<file path="config.mk">
export PLATFORM = sky130hd
export DESIGN_NAME = overture_sequencer
export DESIGN_NICKNAME = d
export VERILOG_FILES = /design/src/rtl/overture_sequencer.sv
export SDC_FILE = /design/constraint.sdc
export NUM_CORES = 1
export LEC_CHECK = 0
export CORE_MARGIN = 3
export CORE_UTILIZATION = 58
export CTS_CLUSTER_SIZE = 28
export DETAILED_ROUTE_END_ITERATION = 10
export PLACE_DENSITY = 0.81
export SLEW_MARGIN = 5
export SYNTH_ARGS = -nofsm -noshare
export SYNTH_HDL_FRONTEND = slang
export SYNTH_SLANG_ARGS = --single-unit
</file>
<file path="constraint.sdc">
create_clock -name clk -period 4.3 [get_ports clk]
set_clock_uncertainty 0.1 [all_clocks]
set_input_delay 0.86 -clock clk [delete_from_list [all_inputs] [get_ports clk]]
set_output_delay 0.86 -clock clk [all_outputs]
set_load 0.01 [all_outputs]
</file>
<file path="src/rtl/overture_sequencer.sv">
// Overture 8-bit CPU instruction sequencer: fetch over req/ack, decode, execute.
// Owns pc, r0-r5, the instruction register, the embedded ALU and the byte I/O ports.

module overture_alu (
  input  logic [7:0] inA,
  input  logic [7:0] inB,
  input  logic [2:0] op,
  output logic [7:0] result
);

  always_comb begin
    case (op)
      3'b000:  result = inA | inB;
      3'b001:  result = ~(inA & inB);
      3'b010:  result = ~(inA | inB);
      3'b011:  result = inA & inB;
      3'b100:  result = inA + inB;
      3'b101:  result = inA - inB;
      default: result = 8'h00;
    endcase
  end

endmodule

module overture_sequencer #(
  parameter logic [7:0] PC_RESET  = 8'h00,
  parameter logic [7:0] REG_RESET = 8'h00
) (
  input  logic       clk,
  input  logic       rst,
  input  logic       run,
  output logic       imem_req,
  output logic [7:0] imem_addr,
  input  logic       imem_ack,
  input  logic [7:0] imem_data,
  input  logic       in_valid,
  input  logic [7:0] in_data,
  output logic       in_ready,
  output logic       out_valid,
  output logic [7:0] out_data,
  input  logic       out_ready,
  output logic [7:0] pc,
  output logic       retire
);

  typedef enum logic [1:0] {
    FETCH    = 2'd0,
    EXEC     = 2'd1,
    WAIT_IN  = 2'd2,
    WAIT_OUT = 2'd3
  } state_t;

  localparam logic [1:0] CLS_IMM  = 2'b00;
  localparam logic [1:0] CLS_CALC = 2'b01;
  localparam logic [1:0] CLS_COPY = 2'b10;
  localparam logic [2:0] SEL_PORT = 3'd6;

  state_t     stateReg;
  state_t     stateNext;
  logic [7:0] pcReg;
  logic [7:0] irReg;
  logic [7:0] outDataReg;
  logic [7:0] regVal [6];

  logic [1:0] opClass;
  logic [2:0] srcSel;
  logic [2:0] dstSel;
  logic [7:0] srcVal;
  logic [7:0] aluResult;
  logic       condTaken;
  logic       fetchFire;

  logic       regWrEn;
  logic [2:0] regWrAddr;
  logic [7:0] regWrData;
  logic       pcInc;
  logic       pcLoad;
  logic       outLoad;
  logic [7:0] outLoadData;

  assign opClass   = irReg[7:6];
  assign srcSel    = irReg[5:3];
  assign dstSel    = irReg[2:0];
  assign fetchFire = imem_req & imem_ack;

  assign imem_addr = pcReg;
  assign pc        = pcReg;
  assign out_data  = outDataReg;

  // r0-r5; a write addressed to 6 or 7 matches no register and is dropped
  genvar gi;
  generate
    for (gi = 0; gi < 6; gi++) begin : g_reg
      logic [7:0] regQ;
      always_ff @(posedge clk or posedge rst) begin
        if (rst) begin
          regQ <= REG_RESET;
        end else if (regWrEn && regWrAddr == 3'(gi)) begin
          regQ <= regWrData;
        end
      end
      assign regVal[gi] = regQ;
    end
  endgenerate

  always_comb begin
    case (srcSel)
      3'd0:    srcVal = regVal[0];
      3'd1:    srcVal = regVal[1];
      3'd2:    srcVal = regVal[2];
      3'd3:    srcVal = regVal[3];
      3'd4:    srcVal = regVal[4];
      3'd5:    srcVal = regVal[5];
      default: srcVal = 8'h00;
    endcase
  end

  overture_alu uAlu (
    .inA    (regVal[1]),
    .inB    (regVal[2]),
    .op     (irReg[2:0]),
    .result (aluResult)
  );

  // Branch conditions treat r3 as a two's-complement value
  always_comb begin
    case (irReg[2:0])
      3'b000:  condTaken = 1'b0;
      3'b001:  condTaken = (regVal[3] == 8'h00);
      3'b010:  condTaken = regVal[3][7];
      3'b011:  condTaken = regVal[3][7] | (regVal[3] == 8'h00);
      3'b100:  condTaken = 1'b1;
      3'b101:  condTaken = (regVal[3] != 8'h00);
      3'b110:  condTaken = ~regVal[3][7];
      default: condTaken = ~regVal[3][7] & (regVal[3] != 8'h00);
    endcase
  end

  always_ff @(posedge clk or posedge rst) begin
    if (rst) begin
      stateReg <= FETCH;
    end else begin
      stateReg <= stateNext;
    end
  end

  always_comb begin
    stateNext = stateReg;
    case (stateReg)
      FETCH: begin
        if (fetchFire) stateNext = EXEC;
      end
      EXEC: begin
        if (opClass == CLS_COPY && srcSel == SEL_PORT)      stateNext = WAIT_IN;
        else if (opClass == CLS_COPY && dstSel == SEL_PORT) stateNext = WAIT_OUT;
        else                                                stateNext = FETCH;
      end
      WAIT_IN: begin
        if (in_valid) stateNext = (dstSel == SEL_PORT) ? WAIT_OUT : FETCH;
      end
      WAIT_OUT: begin
        if (out_ready) stateNext = FETCH;
      end
      default: stateNext = FETCH;
    endcase
  end

  always_comb begin
    imem_req    = 1'b0;
    in_ready    = 1'b0;
    out_valid   = 1'b0;
    retire      = 1'b0;
    regWrEn     = 1'b0;
    regWrAddr   = 3'd0;
    regWrData   = 8'h00;
    pcInc       = 1'b0;
    pcLoad      = 1'b0;
    outLoad     = 1'b0;
    outLoadData = 8'h00;
    case (stateReg)
      FETCH: begin
        // Gate with rst so the request drops the moment reset asserts
        imem_req = run & ~rst;
      end
      EXEC: begin
        case (opClass)
          CLS_IMM: begin
            regWrEn   = 1'b1;
            regWrAddr = 3'd0;
            regWrData = {2'b00, irReg[5:0]};
            pcInc     = 1'b1;
            retire    = 1'b1;
          end
          CLS_CALC: begin
            regWrEn   = 1'b1;
            regWrAddr = 3'd3;
            regWrData = aluResult;
            pcInc     = 1'b1;
            retire    = 1'b1;
          end
          CLS_COPY: begin
            if (srcSel == SEL_PORT) begin
              retire = 1'b0;
            end else if (dstSel == SEL_PORT) begin
              outLoad     = 1'b1;
              outLoadData = srcVal;
            end else begin
              regWrEn   = 1'b1;
              regWrAddr = dstSel;
              regWrData = srcVal;
              pcInc     = 1'b1;
              retire    = 1'b1;
            end
          end
          default: begin
            pcLoad = condTaken;
            pcInc  = ~condTaken;
            retire = 1'b1;
          end
        endcase
      end
      WAIT_IN: begin
        in_ready = 1'b1;
        if (in_valid) begin
          if (dstSel == SEL_PORT) begin
            outLoad     = 1'b1;
            outLoadData = in_data;
          end else begin
            regWrEn   = 1'b1;
            regWrAddr = dstSel;
            regWrData = in_data;
            pcInc     = 1'b1;
            retire    = 1'b1;
          end
        end
      end
      WAIT_OUT: begin
        out_valid = 1'b1;
        if (out_ready) begin
          pcInc  = 1'b1;
          retire = 1'b1;
        end
      end
      default: begin
        imem_req = 1'b0;
      end
    endcase
  end

  always_ff @(posedge clk or posedge rst) begin
    if (rst) begin
      pcReg      <= PC_RESET;
      irReg      <= 8'h00;
      outDataReg <= 8'h00;
    end else begin
      if (fetchFire) irReg <= imem_data;
      if (pcLoad) begin
        pcReg <= regVal[0];
      end else if (pcInc) begin
        pcReg <= pcReg + 8'd1;
      end
      if (outLoad) outDataReg <= outLoadData;
    end
  end

endmodule
</file>
==> results.cfg <==
[outcome]
outcome = finished clean

[die]
start_util_pct = 61.3
row_count = 33
die-width_um = 100
coreArea_sq_mm = 0.00842
ioPinCount = 50
dieArea_sq_mm = 0.0101
die_h_um = 100

[yosys]
synthArstFlopShare_pct = 100
syn_area_sq_mm = 0.00517
syn_inst = 559
synth_edf_count = 0
synthMuxAreaShare_pct = 12.4
synth.distinct_cells = 63
avgSynthCellArea_sq_um = 9.24
synth_compound_area_share_pct = 20.6
synth_xor_area_share_pct = 3.05
yosysWarnings = 0
netlist.area_leader.share_pct = 35.8
synth_flop_cell = dfrtp_1
synthAdderAreaFrac_pct = 5.23
yosys-top-cells-area = dfrtp_1 36%, mux2_2 7.2%, ha_1 4.8%
syn_nets = 602
synth-seq-cells = 74
synth_top_cell_by_area = dfrtp_1
synth_simple_gate_area_share_pct = 16.9
synth_top_family_by_area = compound AO/OA/AOI/OAI gates
synth-seq-area-share_pct = 35.8

[setup_path]
rrSetupSlack_ns = 0.86
start_kind = flop
rr_startpoint = irReg[1]
critPathKind = reg2out
path_max_fanout = 17
required_ns = 3.34
reg2reg_depth = 11
critPathCaptureType = primary output
startpoint = irReg[0]
crit_arrival_ns = 2.55
timing.rr.end = g_reg[0].regQ[4]

[timing]
hold_slack_ns = 0.410
tns_ns = 0
clock.fmax_mhz = 285
slew_headroom_pct = 38.1
rsz0062_at_grt = false
period_minus_slack_ns = 3.51
final_hold_viol_count = 0
slew_violations = 0
tightest_slew_ns = 0.929
post-route-period-util_pct = 81.5
setup_viol_count_final = 0
setup_ws_ns = 0.795

[min_path]
min_delay_path_depth = 1
hold_path.startpoint = out_data[7]
hold_class = reg2reg
hold_path_end = out_data[7]

[global_routing]
grt_max_degree = 75
antenna_found_initial = 0
grt_pass1_vias = 4482
grt_remaining_overflow = 0
grt_pass1_wl_um = 23800
grt.total_usage_pct = 30.7

[clock_network]
cts_hold_buffers = 0
clock-sinks = 74
cts_resized = 0
path_clk_slew_ns = 0.08
htreeDepth = 3
clock_latency_ns = 0.35
cts_tree = built
clk_path_buf_depth = 2
root_buffer = clkbuf_8
cts_setup_buffers = 0
numCtsBuffers = 9

[place]
gp_congestion = 0.965
portBuffers = 49
pre_cts_slack_ns = 0.913
postPlaceCellArea_sq_mm = 0.00563
detailed_place_hpwl_um = 11200

[layout]
final_core_util_pct = 69.4
syn_to_final_growth_pct = 13.2
stdcell_area_sq_mm = 0.00585
final_common_cell = dfrtp_1
drive_gt1_share_pct = 12.4
final_cell_mix = 74 x dfrtp_1, 49 x clkdlybuf4s50_1, 45 x nand2_1
nNetsFinal = 628
diodes = 0

[route]
antenna_left = 0
drtIter0Drc = 497
drc_errors = 0
vias_per_cell = 6.72
routedWlPerCell_um = 21.7
wl_um = 15100
first_pass_iters = 7
via_count = 4673

[pwr]
p_leak_nw = 2.48
power.density_mw_per_mm2 = 703
ir_worst_vdd_mv = 0.295

[run]
drv_cap = 0
[where the power goes]
group          switching, mW  internal, mW
clock                  0.276         0.329
combinational           1.35         0.972
sequential             0.287         0.897
total                   1.91          2.20
[registers in the layout, summed over array words and instances (netlist names)]
register,cells
irReg,8
out_data,8
imem_addr,8
g.regQ,48
stateReg,2
[worst max-delay path by stage]
| stage | cells after the start | endpoint | slack (ns) |
|---|---|---|---|
| global placement | 6 | g_reg[4].regQ[2] | 0.98 |
| detailed placement | 6 | g_reg[4].regQ[1] | 0.91 |
| CTS | 6 | retire | 0.82 |
| floorplan | 5 | stateReg[0] | 0.45 |
| finish | 6 | retire | 0.79 |
| global route | 6 | retire | 0.63 |
[metrics by stage]
stage	std cells	power [mW]
floorplan	559	2.78
global placement	679	3.38
detailed placement	679	3.45
CTS	695	4.06
global route	695	4.35
finish	695	4.11
[kinds of logic (layout without fill, tap and decap cells)]
| logic type | after synthesis | count (layout) |
|---|---|---|
| DFF | 74 | 74 |
| AOI/OAI and AO/OA | 156 | 156 |
| buffers and inverters | 65 | 96 |
| and+or+nand+nor | 166 | 166 |
| adders and majority gates | 21 | 21 |
| xor gates and xnor gates | 18 | 18 |
| muxes | 59 | 59 |
[synth_stat cells (all sizes together), types with 2 or more instances]
cell type,instances
a21o,3
or4,2
clkbuf,16
mux2i,24
xnor2,13
xor2,5
o31ai,4
a211oi,4
o221ai,6
nand2,45
nand3,17
a21oi,22
a31oi,19
or3,7
o2bb2ai,4
dfrtp,74
a221oi,5
nor3,15
ha,20
o21a,7
buf,29
nand3b,3
and2,5
nor2b,7
o211ai,4
and3b,4
nor2,39
and3,9
a22oi,5
mux2,35
nand2b,5
o22ai,5
nand4,2
inv,19
a32o,2
o221a,3
nor4,3
o21ai,44
a22o,10
[routing by layer]
layer	part of all wire (%)	vias to the layer above	global-route usage [%]	wire length, um
met3	8.8	64	5.42	1330
met1	41	2247	41.7	6270
li1	-	2094	-	-
met5	0	-	0	0
met4	3.6	0	11.1	551
met2	46	268	49.4	6960
[cell type report]
cell class              count  area (sq um)
multi-input cells         420          3000
fillers                   697          2570
flip-flops and latches     74          1850
repair buffers             60           573
well taps                 105           131
clock buffers              10           128
clock inverters             6          90.1
inverters                  20          75.1
[critical path, cell delays in order, from the launching register on]
cell	delay, ns
dfrtp_1	0.65
buf_4	0.27
and3b_1	0.28
o21ai_0	0.18
nand2_1	0.07
a31oi_1	0.19
clkdlybuf4s50_1	0.55
Note: power is estimated with default switching activity, not from simulation.
